$ cat src/rtl/cfe_trigger_scheduler.sv
// CFE trigger scheduler: counts down the feedback wait, pulses the CFE start,
// then waits for the CFE answer (or a timeout) before reloading the next wait.
module cfe_trigger_scheduler #(
   parameter int unsigned CFE_NBW_LAT = 32,
   parameter int unsigned CFE_NBW_TMO = 16,
   parameter int unsigned CFE_TIMEOUT = 1024,
   parameter int unsigned CFE_NBW_CNT = 16
) (
   input  logic                   clk,
   input  logic                   rst_async,
   input  logic                   i_enable,
   input  logic [CFE_NBW_LAT-1:0] i_wait,
   input  logic                   i_cfe_valid,
   output logic                   o_cfe_start,
   output logic                   o_timeout,
   output logic                   o_busy,
   output logic [CFE_NBW_LAT-1:0] o_wait_remaining,
   output logic [CFE_NBW_CNT-1:0] o_n_starts
);

   typedef enum logic [1:0] {
      S_IDLE,
      S_COUNT,
      S_BUSY,
      S_RELOAD
   } state_t;

   localparam logic [CFE_NBW_LAT-1:0] LAT_ONE  = CFE_NBW_LAT'(1);
   localparam logic [CFE_NBW_TMO-1:0] TMO_ONE  = CFE_NBW_TMO'(1);
   localparam logic [CFE_NBW_TMO-1:0] TMO_LAST = CFE_NBW_TMO'(CFE_TIMEOUT - 1);
   localparam logic [CFE_NBW_CNT-1:0] CNT_ONE  = CFE_NBW_CNT'(1);

   state_t                 state;
   logic [CFE_NBW_LAT-1:0] cnt;
   logic [CFE_NBW_TMO-1:0] tmo;
   logic [CFE_NBW_LAT-1:0] wload;

   // A zero wait still needs one COUNT cycle so the start stays a clean pulse.
   assign wload = (i_wait == '0) ? LAT_ONE : i_wait;

   always_ff @(posedge clk or posedge rst_async) begin
      if (rst_async) begin
         state            <= S_IDLE;
         cnt              <= '0;
         tmo              <= '0;
         o_cfe_start      <= 1'b0;
         o_timeout        <= 1'b0;
         o_busy           <= 1'b0;
         o_wait_remaining <= '0;
         o_n_starts       <= '0;
      end else begin
         // NOTE: defaults first; a later non-blocking assignment in the case overrides them.
         o_cfe_start      <= 1'b0;
         o_timeout        <= 1'b0;
         o_busy           <= 1'b0;
         o_wait_remaining <= '0;
         case (state)
            S_IDLE: begin
               if (i_enable) begin
                  cnt              <= wload;
                  o_wait_remaining <= wload;
                  state            <= S_COUNT;
               end
            end
            S_COUNT: begin
               if (!i_enable) begin
                  state <= S_IDLE;
               end else if (cnt == LAT_ONE) begin
                  state       <= S_BUSY;
                  o_busy      <= 1'b1;
                  o_cfe_start <= 1'b1;
                  o_n_starts  <= o_n_starts + CNT_ONE;
                  tmo         <= '0;
               end else begin
                  cnt              <= cnt - LAT_ONE;
                  o_wait_remaining <= cnt - LAT_ONE;
               end
            end
            S_BUSY: begin
               // A disable here does not abort the pending run; it only skips the reload.
               if (i_cfe_valid) begin
                  state <= i_enable ? S_RELOAD : S_IDLE;
               end else if (tmo == TMO_LAST) begin
                  o_timeout <= 1'b1;
                  state     <= i_enable ? S_RELOAD : S_IDLE;
               end else begin
                  tmo    <= tmo + TMO_ONE;
                  o_busy <= 1'b1;
               end
            end
            S_RELOAD: begin
               // The feedback stage has updated its wait on the valid edge, so sample it now.
               if (i_enable) begin
                  cnt              <= wload;
                  o_wait_remaining <= wload;
                  state            <= S_COUNT;
               end else begin
                  state <= S_IDLE;
               end
            end
            default: state <= S_IDLE;
         endcase
      end
   end

endmodule

$ cat config.mk
export PLATFORM = sky130hd
export DESIGN_NAME = cfe_trigger_scheduler
export DESIGN_NICKNAME = d
export VERILOG_FILES = /design/src/rtl/cfe_trigger_scheduler.sv
export SDC_FILE = /design/constraint.sdc
export NUM_CORES = 1
export LEC_CHECK = 0
export CORE_AREA = 8 8 126 128
export CTS_CLUSTER_DIAMETER = 60
export DETAILED_ROUTE_END_ITERATION = 12
export DIE_AREA = 0 0 134 136
export SYNTH_ARGS = -nofsm -noshare
export SYNTH_HDL_FRONTEND = slang
export SYNTH_SLANG_ARGS = --single-unit
export TNS_END_PERCENT = 50
$ cat constraint.sdc
create_clock -name clk -period 3.77 [get_ports clk]
set_input_delay 0.9425 -clock clk [delete_from_list [all_inputs] [get_ports clk]]
set_output_delay 0.9425 -clock clk [all_outputs]
set_load 0.01 [all_outputs]
==> run metrics, run 1 <==
status finished, final reports clean; Layout area overhead 26.0%; RePlAce Congestion 0.881; Hold Crit Class reg2reg; Routed Wire Length 15300 µm; Starting Density 38.7%; Critical Path AT 3.35 ns; H-tree levels 3; Remaining Overflow, GRT 0; # hold bufs at CTS 0; Pwr Total 4.90 mW; # rows 44; total internal power 2.90 mW; prevailing post-synth register cell dfrtp_1; largest net degree at the start of global routing 54; post-CTS setup buffer count 0; Sw Share 40.8%; Synth Instances 584; vias in the first global route 4856; Residual DRC 0; clock-pin slew on the worst setup and hold paths 0.07 ns; clock root cell clkbuf_16; die height 136 µm; Slew @ Worst Pin 0.953 ns; count leader, synth dfrtp_1; n_diodes 0; Total GRT Usage 17.2%; P_sw 2.00 mW; Die X 134 µm; drt wl/cell 17.9 µm; clk buf depth 2; WL met3 829 µm; Synth area leader dfrtp_1; Clock Sinks 101; fin. max-slew vios 0; initial antenna violation count 0; Met1 Routed Length 6900 µm; Post-synth EDFFs 0; Max Fclk 322 MHz; syn avg cell area 9.30 µm²; sequential share of power 35.1%; Critical Path Fanout Max 21; Finished Cell Area 6840 µm²; synth top area cells dfrtp_1 (47%), xnor2_1 (4.7%), nor2_1 (4.5%); yosys synthesis warning count 0; Final period util 82.5%; Rel. slew slack 36.5%; dpl hpwl 10800 µm; vias 4851; worst vdd ir 519 µV; top layer in use met4; Hold Violations, Final 0; Req. time, crit path 4.01 ns; clk_skew 0.00987 ns; Syn Std Cell Area 5430 µm²; most frequent cells after synthesis dfrtp_1 (101), nor2_1 (65), nand2_1 (59), a21oi_1 (30), xnor2_1 (29); Area after DPL 6550 µm²; Post-CTS Resized 0; WS Path Type reg2reg; clock power share 19.1%; maximum capacitance violations 0; Crit. End Element register; crit path time final 3.11 ns; Synth Register Bits 101; die area 18200 µm²; total negative slack 0 ns; asr flop ratio synth 100%; Final Setup Violations 0; layout cells sized above 1 7.44%; core area 14000 µm²; Synth top area share 46.6%; io pins 87; syn_nets 628; Worst-Skew Late Latency 0.35 ns; cts bufs inserted 9; ANT nets after route 0; first-pass GRT wire length 25100 µm; sequential-to-total area share from yosys stat 46.6%; Power Density 717 nW/µm²; drt pass-1 iters 4; Final Util 48.7%; Logic pwr share 45.8%; vias per inst 5.67; CTS tree done; Final nets 711; Leakage 2.82 nW; DR iter-0 viols 359; startpoint class of the critical path register; port bufs 86; RSZ-0062 raised after global routing no; WL met2 7230 µm; post-synthesis cell type count 60
[logic make-up (layout without fill, tap and decap cells)]
kind of cell               count (synthesis)  after routing  synth area share (%)
muxes                                      2              2                 0.415
adders and majority gates                  8              8                  1.84
DFF                                      101            101                  46.6
and+or+nand+nor                          242            242                  22.7
buffers and inverters                     47            135                  3.85
xor gates and xnor gates                  42             42                  6.78
AOI/OAI and AO/OA                        142            142                  17.9
[final timing paths]
path | startpoint | end | slack, ns | cells past startpoint
min in group asynchronous | rst_async | o_n_starts[5] | 0.95 | 2
hold reg to reg | o_n_starts[15] | o_n_starts[15] | 0.47 | 1
setup / recovery | cnt[21] | cnt[5] | 0.66 | 7
hold / removal | o_n_starts[15] | o_n_starts[15] | 0.47 | 1
setup reg to reg | cnt[21] | cnt[5] | 0.66 | 7
max in group asynchronous | rst_async | o_wait_remaining[19] | 2.17 | 3
[area by class of cell]
class                      count  area, µm²
clock buffer                  11        243
clock inverter                 5       50.0
fill                        1346       7200
inverter                      15       58.8
multi-input combinational    436       2700
sequential                   101       2530
tap                          184        230
timing repair buffer         104       1030
[metrics by stage]
step	setup WS [ns]	cells	hold WS, ns
4_1_cts	0.668	856	0.475
6_report	0.661	856	0.472
3_5_place_dp	0.468	840	0.462
2_1_floorplan	0.180	584	0.505
5_1_grt	0.575	856	0.502
3_3_place_gp	0.524	840	0.463
[sequential cells by signal, summed over array words and instances, names as in the netlist]
| name | count |
|---|---|
| cnt | 32 |
| o_busy | 1 |
| o_cfe_start | 1 |
| o_n_starts | 16 |
| o_timeout | 1 |
| o_wait_remaining | 32 |
| state | 2 |
| tmo | 16 |
[power by group through the flow]
| stage | logic [mW] | clock network (mW) | registers [mW] |
|---|---|---|---|
| floorplan | 1.41 | 0 | 1.71 |
| global placement | 2.19 | 0 | 1.72 |
| detailed placement | 2.24 | 0 | 1.73 |
| CTS | 2.25 | 0.967 | 1.72 |
| global route | 2.46 | 1.01 | 1.77 |
| finish | 2.25 | 0.939 | 1.72 |
[critical path, cell delays in order, from the launching register on]
cell     delay [ns]
dfrtp_1        0.43
or4_4          0.57
or4_4          0.57
o31a_2         0.47
buf_4          0.26
nand2_1        0.25
o21ai_0        0.15
a221o_1        0.30
[metal layers]
metal / global-route usage, % / up-vias
met5: 0 / -
met4: 7.86 / 0
met3: 4.03 / 27
met2: 27.6 / 152
met1: 21.7 / 2367
li1: - / 2305
[placed cells by master, fill, tap and decap left out, drive strengths merged, types with 3 or more instances in the layout]
| cell | n |
|---|---|
| dfrtp | 101 |
| clkdlybuf4s50 | 86 |
| nor2 | 66 |
| nand2 | 59 |
| a21oi | 30 |
| o21ai | 30 |
| xnor2 | 29 |
| nand3 | 28 |
| nor4 | 18 |
| buf | 18 |
| and3 | 17 |
| nor3 | 15 |
| inv | 15 |
| a22oi | 13 |
| xor2 | 13 |
| clkbuf | 11 |
| or3 | 10 |
| a221oi | 10 |
| or4 | 10 |
| o22ai | 8 |
| ha | 8 |
| o211ai | 7 |
| and4 | 5 |
| o2bb2ai | 5 |
| nand4 | 4 |
| o31ai | 4 |
| o21a | 4 |
| o2111ai | 4 |
| a221o | 4 |
| clkinv | 4 |
| o41ai | 3 |
| a32oi | 3 |
| o31a | 3 |
(Power assumes the default switching activity.)
==> run 2: changes to the inputs <==
==> constraint.sdc (replaced) <==
create_clock -name clk -period 2.7 [get_ports clk]
set_input_delay 0.675 -clock clk [delete_from_list [all_inputs] [get_ports clk]]
set_output_delay 0.675 -clock clk [all_outputs]
set_load 0.01 [all_outputs]
==> run 2 against run 1 <==
Effect of this change: wire length rose by 4.4%; global-route usage rose by 0.63 points; maximum frequency rose by 17%; utilization rose by 4.2 points; combinational power rose by 64%; die area did not move; first-iteration DRC count fell by 12%; clock power rose by 44%; flip-flop and latch count did not move; clock skew rose by 0.0018 ns; worst hold slack improved by 0.015 ns; critical endpoint unchanged; largest cell class unchanged.
==> run metrics, run 2 (synthesis results as in run 1) <==
Hold Violations, Final 0 (unchanged); most frequent cells in the layout dfrtp_1 (101), clkdlybuf4s50_1 (86), buf_4 (78), nor2_1 (64), nand2_1 (58); most frequent CP cell or4_4; Slowest-stage cell, CP or4_4; die height 136 µm (unchanged); RSZ-0062 raised after global routing yes; DR iter-0 viols 317 (-12%); Starting Density 38.7% (unchanged); Clock Sinks 101 (unchanged); status finished, final reports clean; Total GRT Usage 17.8% (+0.63 points); maximum capacitance violations 0 (unchanged); Worst R2R Path Depth 7 (unchanged); Final Setup Violations 0 (unchanged); total internal power 4.40 mW (+52%); n_diodes 0 (unchanged); io pins 87 (unchanged); vias in the first global route 5154 (+6.1%); Remaining Overflow, GRT 0 (unchanged); Hold Path End o_n_starts[15]; vias per inst 5.56 (-1.9%); placed cells 900 (+7.1%); leading cell type in the layout, fill and taps excluded dfrtp_1; clock-pin slew on the worst setup and hold paths 0.07 ns (about the same); cts bufs inserted 9 (unchanged); Crit path buffers/inverters 1 (unchanged); drt wl/cell 17.4 µm (-3.1%); Req. time, crit path 2.94 ns (-1.07 ns); Worst Min Path Start o_n_starts[15]; drt pass-1 iters 5 (+1); clk buf depth 2 (unchanged); core area 14000 µm² (unchanged); Critical Path Fanout Max 12 (-43%); clock power share 18.3% (-0.8 points); RR Endpoint cnt[5]; Final nets 777 (+9.3%); top flop regs cnt (32), o_wait_remaining (32); dpl hpwl 11600 µm (+7.4%); Worst-Skew Late Latency 0.36 ns (about the same); Hold Crit Depth 1 (unchanged); WS Path Type reg2reg; port bufs 86 (unchanged); H-tree levels 3 (unchanged); fin. max-slew vios 0 (unchanged); startpoint class of the critical path register; worst vdd ir 677 µV (+30%); sequential share of power 31.8% (-3.3 points); worst r2r src cnt[24]; layout cells sized above 1 16.9% (+9.5 points); Max Fclk 377 MHz (+17%); die area 18200 µm² (unchanged); Leakage 3.17 nW (+12%); RePlAce Congestion 0.876 (-0.59%); Final period util 98.3% (+16 points); worst-path cell chain or4_4, or4_4, o31a_4, o21ai_4, buf_12, nor2_2, a221o_1; Rel. slew slack 59.1% (+23 points); Residual DRC 0 (unchanged); first-pass GRT wire length 26100 µm (+3.8%); vias 5125 (+5.6%); P_sw 3.00 mW (+50%); Hold Crit Class reg2reg; clock root cell clkbuf_16; final non-filler cell total 922 (+7.7%); Die X 134 µm (unchanged); Finished Cell Area 7430 µm² (+8.7%); Sw Share 40.6% (-0.22 points); slowest stage delay, CP 0.56 ns (about the same); initial antenna violation count 0 (unchanged); CP delay by family, top simple AND/OR/NAND/NOR gates; Slew @ Worst Pin 0.613 ns (-0.339 ns); Pwr Total 7.40 mW (+51%); ANT nets after route 0 (unchanged); total negative slack 0 ns (unchanged); Area after DPL 7010 µm² (+7.1%); crit path time final 2.65 ns (-0.455 ns); largest net degree at the start of global routing 102 (+89%); Crit. End Element register; # rows 44 (unchanged); r2r setup slk 0.05 ns (-0.62 ns); Critical Path AT 2.89 ns (-0.46 ns); Power Density 996 nW/µm² (+39%); Logic pwr share 49.9% (+4.1 points); Routed Wire Length 16000 µm (+4.4%); # hold bufs at CTS 0 (unchanged); CTS tree done; Layout area overhead 36.9%; clk_skew 0.0117 ns (+0.00185 ns)
[run 2: cell types whose count changed in the layout (fill, tap and decap cells not counted), sizes merged]
cell / previous run / this run
clkbuf: 11 / 9
clkinvlp: 0 / 2
buf: 18 / 84
inv: 15 / 18
clkinv: 4 / 1
[run 2: layer usage]
layer	GRT usage [%]	wire length (µm)	vias up	part of all wire, %
li1	-	-	2439	-
met1	21.6	6970	2509	44
met2	30.3	7860	151	49
met3	4.18	842	26	5.3
met4	6.80	327	0	2.0
met5	0	0	-	0
[run 2: layout make-up]
| class | instances | area (µm²) |
|---|---|---|
| timing repair buffer | 170 | 1570 |
| clock buffer | 9 | 225 |
| sequential | 101 | 2530 |
| clock inverter | 7 | 80.1 |
| tap | 184 | 230 |
| fill | 1317 | 6610 |
| multi-input combinational | 436 | 2740 |
| inverter | 15 | 60.1 |
[run 2: worst max path at each step]
| stage | startpoint | cells after the start | end |
|---|---|---|---|
| floorplan | cnt[21] | 7 | tmo[9] |
| global placement | i_wait[18] | 8 | cnt[8] |
| detailed placement | i_wait[18] | 7 | cnt[10] |
| CTS | cnt[21] | 6 | cnt[18] |
| global route | cnt[24] | 6 | tmo[8] |
| finish | cnt[24] | 7 | cnt[5] |
[run 2: timing repair]
action,CTS,global route
cloned,1,0
endpoints found under the setup margin,10,47
gates resized for setup,2,11
buffers inserted,2,3
pin swaps,2,3
[run 2: power by group through the flow]
stage                     sequential [mW]  clock (mW)  combinational, mW
after detailed placement             2.37           0               3.48
after global placement               2.35           0               3.43
after CTS                            2.35        1.39               3.61
final                                2.35        1.35               3.70
after global routing                 2.42        1.47               4.03
after floorplan                      2.38           0               1.97
[run 2: through the flow]
stage               util [%]  hold slack (ns)  setup WS [ns]
floorplan                  -            0.505        -0.0774
global placement        49.9            0.464         -0.226
detailed placement      49.9            0.481         -0.223
CTS                     52.6            0.493        -0.0113
global route            52.9            0.500        -0.0337
finish                  52.9            0.487         0.0459
